## src/rtl/uart_alu_ctrl.sv

```systemverilog
// Frame sequencer between the UART and the combinational ALU:
// gathers A, B and opcode bytes, then sends the ALU result back over TX.
module uart_alu_ctrl #(
    parameter int          NBIT_DATA      = 8,
    parameter int          NBIT_OP        = 6,
    parameter int unsigned TIMEOUT_CYCLES = 50000000
) (
    input  logic                 CLK,
    input  logic                 reset,
    input  logic [NBIT_DATA-1:0] rx_data,
    input  logic                 rx_done_tick,
    input  logic                 tx_done_tick,
    input  logic [NBIT_DATA-1:0] alu_result,
    output logic [NBIT_DATA-1:0] alu_a,
    output logic [NBIT_DATA-1:0] alu_b,
    output logic [NBIT_OP-1:0]   alu_op,
    output logic [NBIT_DATA-1:0] tx_data,
    output logic                 tx_start,
    output logic                 busy,
    output logic                 overrun,
    output logic                 timeout
);

    localparam bit          TO_EN   = (TIMEOUT_CYCLES != 0);
    localparam logic [31:0] TO_LAST = 32'(TIMEOUT_CYCLES - 1);

    typedef enum logic [2:0] {
        WAIT_A,
        WAIT_B,
        WAIT_OP,
        LOAD,
        WAIT_TX
    } state_e;

    state_e                 state_q, state_d;
    logic [31:0]            timer_q, timer_d;
    logic [NBIT_DATA-1:0]   a_q, a_d;
    logic [NBIT_DATA-1:0]   b_q, b_d;
    logic [NBIT_OP-1:0]     op_q, op_d;
    logic [NBIT_DATA-1:0]   txd_q, txd_d;
    logic                   start_q, start_d;
    logic                   busy_q, busy_d;
    logic                   ovr_q, ovr_d;
    logic                   to_q, to_d;
    logic                   expired;

    assign expired = TO_EN && (timer_q == TO_LAST);

    always_ff @(posedge CLK or posedge reset) begin
        if (reset) begin
            state_q <= WAIT_A;
            timer_q <= '0;
            a_q     <= '0;
            b_q     <= '0;
            op_q    <= '0;
            txd_q   <= '0;
            start_q <= 1'b0;
            busy_q  <= 1'b0;
            ovr_q   <= 1'b0;
            to_q    <= 1'b0;
        end else begin
            state_q <= state_d;
            timer_q <= timer_d;
            a_q     <= a_d;
            b_q     <= b_d;
            op_q    <= op_d;
            txd_q   <= txd_d;
            start_q <= start_d;
            busy_q  <= busy_d;
            ovr_q   <= ovr_d;
            to_q    <= to_d;
        end
    end

    always_comb begin
        state_d = state_q;
        timer_d = timer_q;
        a_d     = a_q;
        b_d     = b_q;
        op_d    = op_q;
        txd_d   = txd_q;
        start_d = 1'b0;
        busy_d  = busy_q;
        ovr_d   = ovr_q;
        to_d    = 1'b0;
        unique case (state_q)
            WAIT_A: begin
                timer_d = '0;
                if (rx_done_tick) begin
                    a_d     = rx_data;
                    state_d = WAIT_B;
                end
            end
            WAIT_B: begin
                // A byte arriving on the expiry cycle still counts.
                if (rx_done_tick) begin
                    b_d     = rx_data;
                    timer_d = '0;
                    state_d = WAIT_OP;
                end else if (expired) begin
                    timer_d = '0;
                    to_d    = 1'b1;
                    state_d = WAIT_A;
                end else begin
                    timer_d = timer_q + 32'd1;
                end
            end
            WAIT_OP: begin
                if (rx_done_tick) begin
                    op_d    = rx_data[NBIT_OP-1:0];
                    busy_d  = 1'b1;
                    timer_d = '0;
                    state_d = LOAD;
                end else if (expired) begin
                    timer_d = '0;
                    to_d    = 1'b1;
                    state_d = WAIT_A;
                end else begin
                    timer_d = timer_q + 32'd1;
                end
            end
            LOAD: begin
                txd_d   = alu_result;
                start_d = 1'b1;
                state_d = WAIT_TX;
                if (rx_done_tick) ovr_d = 1'b1;
            end
            WAIT_TX: begin
                if (rx_done_tick) ovr_d = 1'b1;
                if (tx_done_tick) begin
                    busy_d  = 1'b0;
                    timer_d = '0;
                    state_d = WAIT_A;
                end
            end
            default: begin
                timer_d = '0;
                state_d = WAIT_A;
            end
        endcase
    end

    assign alu_a    = a_q;
    assign alu_b    = b_q;
    assign alu_op   = op_q;
    assign tx_data  = txd_q;
    assign tx_start = start_q;
    assign busy     = busy_q;
    assign overrun  = ovr_q;
    assign timeout  = to_q;

endmodule

```

## config.mk

```make
export PLATFORM = sky130hd
export DESIGN_NAME = uart_alu_ctrl
export DESIGN_NICKNAME = d
export VERILOG_FILES = /design/src/rtl/uart_alu_ctrl.sv
export SDC_FILE = /design/constraint.sdc
export NUM_CORES = 1
export LEC_CHECK = 0
export ABC_AREA = 0
export ABC_CLOCK_PERIOD_IN_PS = 3350
export CAP_MARGIN = 20
export CORE_UTILIZATION = 53
export DETAILED_ROUTE_END_ITERATION = 7
export PLACE_DENSITY = 0.92
export RECOVER_POWER = 25
export SYNTH_ARGS = -nofsm -noshare
export SYNTH_HDL_FRONTEND = slang
export SYNTH_SLANG_ARGS = --single-unit
```

## constraint.sdc

```tcl
create_clock -name CLK -period 3.35 [get_ports CLK]
set_clock_uncertainty 0.15 [all_clocks]
set_input_delay 1.005 -clock CLK [delete_from_list [all_inputs] [get_ports CLK]]
set_output_delay 1.005 -clock CLK [all_outputs]
set_load 0.01 [all_outputs]
```

==> run metrics, run 1 <==
status completed; total placed cells including tap cells 399; DRC Markers 0; most common cell in the netlist dfrtp_1; Worst EP required 3.45 ns; Avg Vias per Cell 5.71; min cycle time layout 2.67 ns; CTS tree done; Arr. time, crit path 2.77 ns; Worst slew margin 29.5%; Starting Density 56.3%; Hold Crit Class reg2reg; Fin Setup TNS 0 ns; Hold-fix buffers, CTS 0; CP Cell Sequence dlygate4sd3_1 > nand2b_1 > nor2_1 > mux2_2; PostCTS Resize Cnt 0; Syn Nets 300; pre-CTS setup slack -0.0361 ns; WP buf/inv 1; buffers added on ports 53; Syn Area/Cell 11.3 um2; gr ovfl total 0; Setup Fix Bufs, Post-CTS 0; DR iter-0 viols 208; Static Leak 1.66 nW; Synth-to-Final Area Change 25.6%; worst vdd ir 665 uV; H-tree Lvls 3; Die X 79.2 um; CP startpoint kind input pin; worst-margin pin slew 1.06 ns; DP HPWL 4.50 mm; routed len/inst 16.5 um; post-synth top area cell dfrtp_1; worst setup margin 0.676 ns; cell family with most CP delay buffers and inverters; fin cells 417; Worst Setup End Kind register; GR Util All Layers 24.6%; Seq cells post-synth 69; Reg clk slew, reported paths 0.09 ns; number of global-route vias before repair 2346; Seq/Total Area, Yosys 54.7%; Die Y 79.2 um; ranking of synthesized cells by area dfrtp_1 (55%), mux2_2 (11%), xor2_1 (6.9%); final period utilization 79.8%; TritonCTS Buffers 9; ANT nets after route 0; Max FO, Critical Path 7; die area 6270 um2; max_cap viols 0; Final Hold Viols 0; Setup-failing EPs final 0; Synth Cell Area 3160 um2; Row Count 27; top_reg_cell synth dfrtp_1; Synth top cells by count dfrtp_1 (69), nor2_1 (43), mux2_2 (30), xor2_1 (25), nand4_1 (21); first-pass GRT wire length 11.4 mm; initial antenna violation count 1; Final #Nets 360; ys async rst share 100%; Slew Limit Fails 0; post-synth cell types 39; total wire length 6.87 mm; 1st-pass router iterations 4; CTS sink cnt 69; Crit Path Category in2reg; Ports 54; via count 2381; core region area 5610 um2; Largest stage delay, worst path 0.68 ns; post-synthesis cell count 279; unrepaired setup endpoints after global routing false; slowest CP cell dlygate4sd3_1; CTS root buffer clkbuf_8; clk_lat worst skew 0.35 ns; Ys Warns 0; largest net degree at the start of global routing 30; Yosys top cell area share 54.7%; share of layout cells above drive strength 1 18.0%; global placement routability congestion 0.831; EDFF count, synth 0; Fmax 374 MHz; pwr dens 758 nW/um2; Max Root-Sink Buffers 2
report_power, final:
part / switching [mW] / internal [mW] / leakage (nW)
registers: 0.149 / 1.05 / 0.887
logic: 0.489 / 0.612 / 0.664
clock network: 0.344 / 0.354 / 0.105
total: 0.982 / 2.02 / 1.66
layer usage:
| metal | part of all wire [%] | global-route usage [%] |
|---|---|---|
| met5 | 0 | 0 |
| met3 | 4.9 | 7.47 |
| met4 | 4.0 | 14.5 |
| met2 | 49 | 37.4 |
| met1 | 42 | 31.1 |
final timing paths:
path / cells after the start / startpoint / endpoint / slack (ns)
min reg2reg: 1 / overrun / overrun / 0.36
max in group asynchronous: 3 / reset / timer_q[15] / 0.94
max reg2reg: 6 / state_q[0] / timer_q[30] / 0.97
max: 4 / rx_done_tick / alu_op[0] / 0.68
min: 1 / overrun / overrun / 0.36
min in group asynchronous: 2 / reset / timer_q[12] / 1.20
logic make-up after synthesis:
logic type | after synthesis | synth area share (%)
AND/OR/NAND/NOR | 119 | 20.3
XOR/XNOR | 29 | 8.05
flip-flops | 69 | 54.7
AO/OA/AOI/OAI | 13 | 2.78
buffers and inverters | 18 | 3.09
multiplexers | 30 | 10.7
adder cells (fa/ha/maj) | 1 | 0.396
cell type report:
class                           count  area [um2]
Clock inverter                      7        78.8
Sequential cell                    69        1730
Timing Repair Buffer               61         591
Inverter                            6        22.5
Clock buffer                        9         124
Antenna cell                        1        2.50
Multi-Input combinational cell    192        1330
Tap cell                           72        90.1
Fill cell                         385        1650
worst register-to-register path, cell delays in order, from the launching register on:
cell	delay [ns]
dfrtp_1	0.48
and3b_1	0.45
nor4_2	0.56
buf_4	0.26
nand4_1	0.13
xor2_1	0.18
nor2_1	0.05
cell usage in the layout, fill, tap and decap left out, drive strengths merged:
master / synthesis / layout
a211o: 1 / 1
a211oi: 1 / 1
a21boi: 1 / 1
a21oi: 2 / 2
a31oi: 1 / 1
a32o: 1 / 1
and2: 2 / 2
and3: 6 / 6
and3b: 1 / 1
and4: 1 / 1
buf: 10 / 8
bufinv: 0 / 1
clkbuf: 2 / 9
clkdlybuf4s50: 0 / 51
clkinv: 0 / 2
dfrtp: 69 / 69
diode: 0 / 1
dlygate4sd3: 0 / 2
ha: 1 / 1
inv: 6 / 10
mux2: 30 / 30
nand2: 13 / 13
nand2b: 4 / 4
nand3: 13 / 13
nand4: 22 / 22
nor2: 44 / 44
nor3: 5 / 5
nor3b: 1 / 1
nor4: 3 / 3
nor4b: 3 / 3
o21ai: 5 / 5
o41ai: 1 / 1
or4: 1 / 1
xnor2: 4 / 4
xor2: 25 / 25
stage by stage:
step	power, mW	cell area, um2	util [%]	hold WS [ns]
5_1_grt	3.14	3960	70.7	0.373
4_1_cts	3.03	3960	70.5	0.352
2_1_floorplan	1.79	3160	-	0.319
3_3_place_gp	2.26	3750	66.8	0.301
6_report	3.00	3960	70.7	0.355
3_5_place_dp	2.31	3750	66.9	0.323
registers in the layout (all words and copies together) (netlist names):
| signal | cells |
|---|---|
| alu_a | 8 |
| alu_b | 8 |
| alu_op | 6 |
| tx_start | 1 |
| timeout | 1 |
| tx_data | 8 |
| overrun | 1 |
| state_q | 3 |
| timer_q | 32 |
| busy | 1 |
Note: power is estimated with default switching activity, not from simulation.
==> run 2, diff against run 1 <==
--- a/config.mk
+++ b/config.mk
@@ -6,11 +6,11 @@
 export NUM_CORES = 1
 export LEC_CHECK = 0
 export ABC_AREA = 0
-export ABC_CLOCK_PERIOD_IN_PS = 3350
+export ABC_CLOCK_PERIOD_IN_PS = 2200
 export CAP_MARGIN = 20
-export CORE_UTILIZATION = 53
+export CORE_UTILIZATION = 47
 export DETAILED_ROUTE_END_ITERATION = 7
-export PLACE_DENSITY = 0.92
+export PLACE_DENSITY = 0.87
 export RECOVER_POWER = 25
 export SYNTH_ARGS = -nofsm -noshare
 export SYNTH_HDL_FRONTEND = slang
==> constraint.sdc (replaced) <==
create_clock -name CLK -period 2.2 [get_ports CLK]
set_clock_uncertainty 0.15 [all_clocks]
set_input_delay 0.66 -clock CLK [delete_from_list [all_inputs] [get_ports CLK]]
set_output_delay 0.66 -clock CLK [all_outputs]
set_load 0.01 [all_outputs]
==> run metrics, run 2 (synthesis results as in run 1) <==
status completed; unrepaired setup endpoints after global routing false; design area 4170 um2; Hold Path Cell Cnt 1; Hold Crit Class reg2reg; CTS tree done; most common cell after layout, fill and taps aside dfrtp_1; first-pass GRT wire length 12.0 mm; most frequent cells in the layout dfrtp_1 (69), clkdlybuf4s50_1 (52), nor2_1 (43), mux2_2 (30), buf_4 (27); Arr. time, crit path 2.25 ns; dpl cell area 3950 um2; Setup-failing EPs final 0; Max Root-Sink Buffers 2; routed len/inst 16.2 um; Row Count 29; Avg Vias per Cell 5.59; Synth-to-Final Area Change 32.0%; global placement routability congestion 0.891; die area 7050 um2; clk_lat worst skew 0.36 ns; CTS root buffer clkbuf_8; total wire length 7.18 mm; fin cells 444; max_cap viols 0; H-tree Lvls 3; number of global-route vias before repair 2524; Most flops, register timer_q; Max FO, Critical Path 18; Fmax 474 MHz; via count 2481; Starting Density 49.1%; DRC Markers 0; CP startpoint kind input pin; Final Power 4.71 mW; Die Y 83.9 um; Crit Path Category in2reg; worst-margin pin slew 0.967 ns; ANT nets after route 0; GR Util All Layers 22.2%; Worst Setup End Kind register; Worst slew margin 35.5%; antenna cells 0; Worst EP required 2.34 ns; min cycle time layout 2.11 ns; max reg flops 32; core region area 6420 um2; largest net degree at the start of global routing 41; Static Leak 1.77 nW; Die X 83.9 um; initial antenna violation count 0; Worst R2R Start timer_q[28]; DR iter-0 viols 185; buffers added on ports 53; 1st-pass router iterations 4; final period utilization 95.9%; hold_sp overrun; Ports 54; share of layout cells above drive strength 1 23.4%; Reg clk slew, reported paths 0.08 ns; Slew Limit Fails 0; pwr dens 1130 nW/um2; gr ovfl total 0; CP Launch Point tx_done_tick; CTS sink cnt 69; DP HPWL 4.95 mm; Register-to-Register Path Depth 6; worst vdd ir 833 uV; Final Hold Viols 0; # fillers 471; Final #Nets 383; TritonCTS Buffers 9; total placed cells including tap cells 424
run 2: cell count changes in the layout (fill, tap and decap cells not counted), sizes merged:
cell and delta:
buf +21, clkbuf +2, clkinvlp +2, inv -2
bufinv -1, clkdlybuf4s50 +1, clkinv +1, diode -1
dlygate4sd3 -1
run 2: timing repair:
| action | in CTS | in global routing |
|---|---|---|
| hold buffers | 0 | 0 |
| setup buffers | 4 | 0 |
| resized for setup | 3 | 0 |
| endpoints found under the setup margin | 25 | 0 |
run 2: cell type report:
class | count | area (um2) | area share [%]
tap | 77 | 96.3 | 2.31
multi-input combinational | 192 | 1350 | 32.5
inverter | 6 | 26.3 | 0.631
clock inverter | 7 | 56.3 | 1.35
timing repair buffer | 84 | 783 | 18.8
clock buffer | 9 | 124 | 2.97
sequential | 69 | 1730 | 41.4
run 2: worst paths after layout:
path | end | slack, ns
max in group asynchronous | timer_q[19] | 0.34
worst min-delay path | overrun | 0.35
worst min register to register | overrun | 0.35
worst max register to register | timer_q[8] | 0.10
worst max-delay path | timer_q[14] | 0.09
min in group asynchronous | tx_data[3] | 0.84
run 2: worst max-delay path, cell delays in order:
cell and delay (ns):
clkdlybuf4s50_1 0.48, nor4b_4 0.44, nor2_1 0.19, inv_2 0.11, a21oi_2 0.06, buf_12 0.18
nor2_1 0.12
run 2: through the flow:
step	hold slack, ns	utilization, %	TNS [ns]	setup slack, ns
after global routing	0.366	64.9	0	0.0187
final	0.352	64.9	0	0.0891
after detailed placement	0.340	61.5	-19.44	-0.817
after global placement	0.301	61.5	-17.26	-0.741
after CTS	0.359	65.2	0	0.0794
after floorplan	0.319	-	0	0.275
run 2: per-layer routing:
metal  vias up  global-route usage, %  wire length (um)
met4         0                   12.4               228
met2        77                   36.7              3630
met3        23                   4.65               318
met5         -                      0                 0
li1       1141                      -                 -
met1      1240                   27.0              3000
run 2: power breakdown:
| part | total [mW] | switching [mW] | internal, mW |
|---|---|---|---|
| Clock | 0.959 | 0.537 | 0.422 |
| Sequential | 1.81 | 0.203 | 1.61 |
| Combinational | 1.94 | 0.820 | 1.12 |
==> run 3, diff against run 2 <==
--- a/config.mk
+++ b/config.mk
@@ -8,10 +8,12 @@
 export ABC_AREA = 0
 export ABC_CLOCK_PERIOD_IN_PS = 2200
 export CAP_MARGIN = 20
-export CORE_UTILIZATION = 47
+export CORE_UTILIZATION = 45
 export DETAILED_ROUTE_END_ITERATION = 7
-export PLACE_DENSITY = 0.87
+export PLACE_DENSITY = 0.84
 export RECOVER_POWER = 25
+export SKIP_CTS_REPAIR_TIMING = 1
+export SLEW_MARGIN = 20
 export SYNTH_ARGS = -nofsm -noshare
 export SYNTH_HDL_FRONTEND = slang
 export SYNTH_SLANG_ARGS = --single-unit
==> run metrics, run 3 (synthesis results as in run 1) <==
status completed; Starting Density 46.4%; routed len/inst 15.0 um; Worst Setup End Kind output port; CTS sink cnt 69; Final Hold Viols 0; Synth-to-Final Area Change 32.2%; min cycle time layout 2.08 ns; share of layout cells above drive strength 1 22.0%; largest net degree at the start of global routing 70; Most flops, register timer_q; Final Power 4.70 mW; Hold Crit Class reg2reg; unrepaired setup endpoints after global routing false; first-pass GRT wire length 11.8 mm; slowest CP cell clkdlybuf4s50_1; design area 4170 um2; reg2reg setup slack 0.15 ns; fin cells 455; core region area 6790 um2; TritonCTS Buffers 9; WHS 0.325 ns; worst-margin pin slew 0.914 ns; final period utilization 94.6%; Max Root-Sink Buffers 2; most frequent cells in the layout dfrtp_1 (69), clkdlybuf4s50_1 (52), nor2_1 (43), mux2_2 (30), xor2_1 (25); Multi-input gate area 1360 um2; Static Leak 1.73 nW; total wire length 6.81 mm; clk_lat worst skew 0.34 ns; number of global-route vias before repair 2416; max_cap viols 0; final core utilization 61.4%; Ports 54; dpl cell area 3930 um2; CP startpoint kind register; Max FO, Critical Path 2; Fmax 480 MHz; Worst EP required 1.39 ns; die area 7350 um2; Die X 85.7 um; CTS tree done; CP Cell Sequence clkdlybuf4s50_1; Final #Nets 375; max reg flops 32; most common cell after layout, fill and taps aside dfrtp_1; DP HPWL 4.78 mm; Worst slew margin 39.1%; Row Count 30; 1st-pass router iterations 4; antenna cells 0; Die Y 85.7 um; Setup-failing EPs final 0; DR iter-0 viols 180; via count 2357; Arr. time, crit path 1.27 ns; H-tree Lvls 3; worst setup margin 0.118 ns; Fin Setup TNS 0 ns; storage element area 1730 um2; Crit Path Category reg2out; CTS root buffer clkbuf_8; buffers added on ports 53; Slew Limit Fails 0; worst vdd ir 753 uV; global placement routability congestion 0.840; pwr dens 1130 nW/um2; Reg clk slew, reported paths 0.09 ns; DRC Markers 0; Avg Vias per Cell 5.18; cell family with most CP delay buffers and inverters; initial antenna violation count 0; ANT nets after route 0; # fillers 536; total placed cells including tap cells 437; pre-CTS setup slack -0.768 ns; gr ovfl total 0; WP buf/inv 1; GR Util All Layers 20.9%; Largest stage delay, worst path 0.55 ns
[run 3: cell count changes in the layout (fill, tap and decap cells not counted), sizes merged]
| cell | delta |
|---|---|
| buf | -7 |
| clkinvlp | +1 |
| inv | -3 |
| bufinv | +1 |
| clkinv | +1 |
| clkbuf | -1 |
[run 3: worst paths after layout]
| check | startpoint | to | cells past startpoint |
|---|---|---|---|
| worst max-delay path | alu_b[3] | alu_b[3] | 1 |
| worst min-delay path | overrun | overrun | 1 |
| max in group asynchronous | reset | timer_q[28] | 3 |
| worst min register to register | overrun | overrun | 1 |
| min in group asynchronous | reset | alu_a[1] | 3 |
| worst max register to register | timer_q[28] | timer_q[20] | 6 |
[run 3: power breakdown]
part / switching [mW] / total (mW) / internal, mW
Combinational: 0.798 / 1.86 / 1.07
Sequential: 0.201 / 1.81 / 1.61
Clock: 0.506 / 1.03 / 0.526
[run 3: area by class of cell]
cell class                 count  area share, %
clock inverter                 7           1.83
inverter                       6          0.630
clock buffer                   9           2.97
timing repair buffer          76           17.8
tap                           96           2.88
multi-input combinational    192           32.5
sequential                    69           41.4
[run 3: metal layers]
layer | GRT usage [%] | share of wire, % | vias up
met5 | 0 | 0 | -
met4 | 8.18 | 2.2 | 0
met3 | 5.20 | 4.1 | 13
met2 | 33.2 | 49 | 77
met1 | 27.7 | 44 | 1152
li1 | - | - | 1115
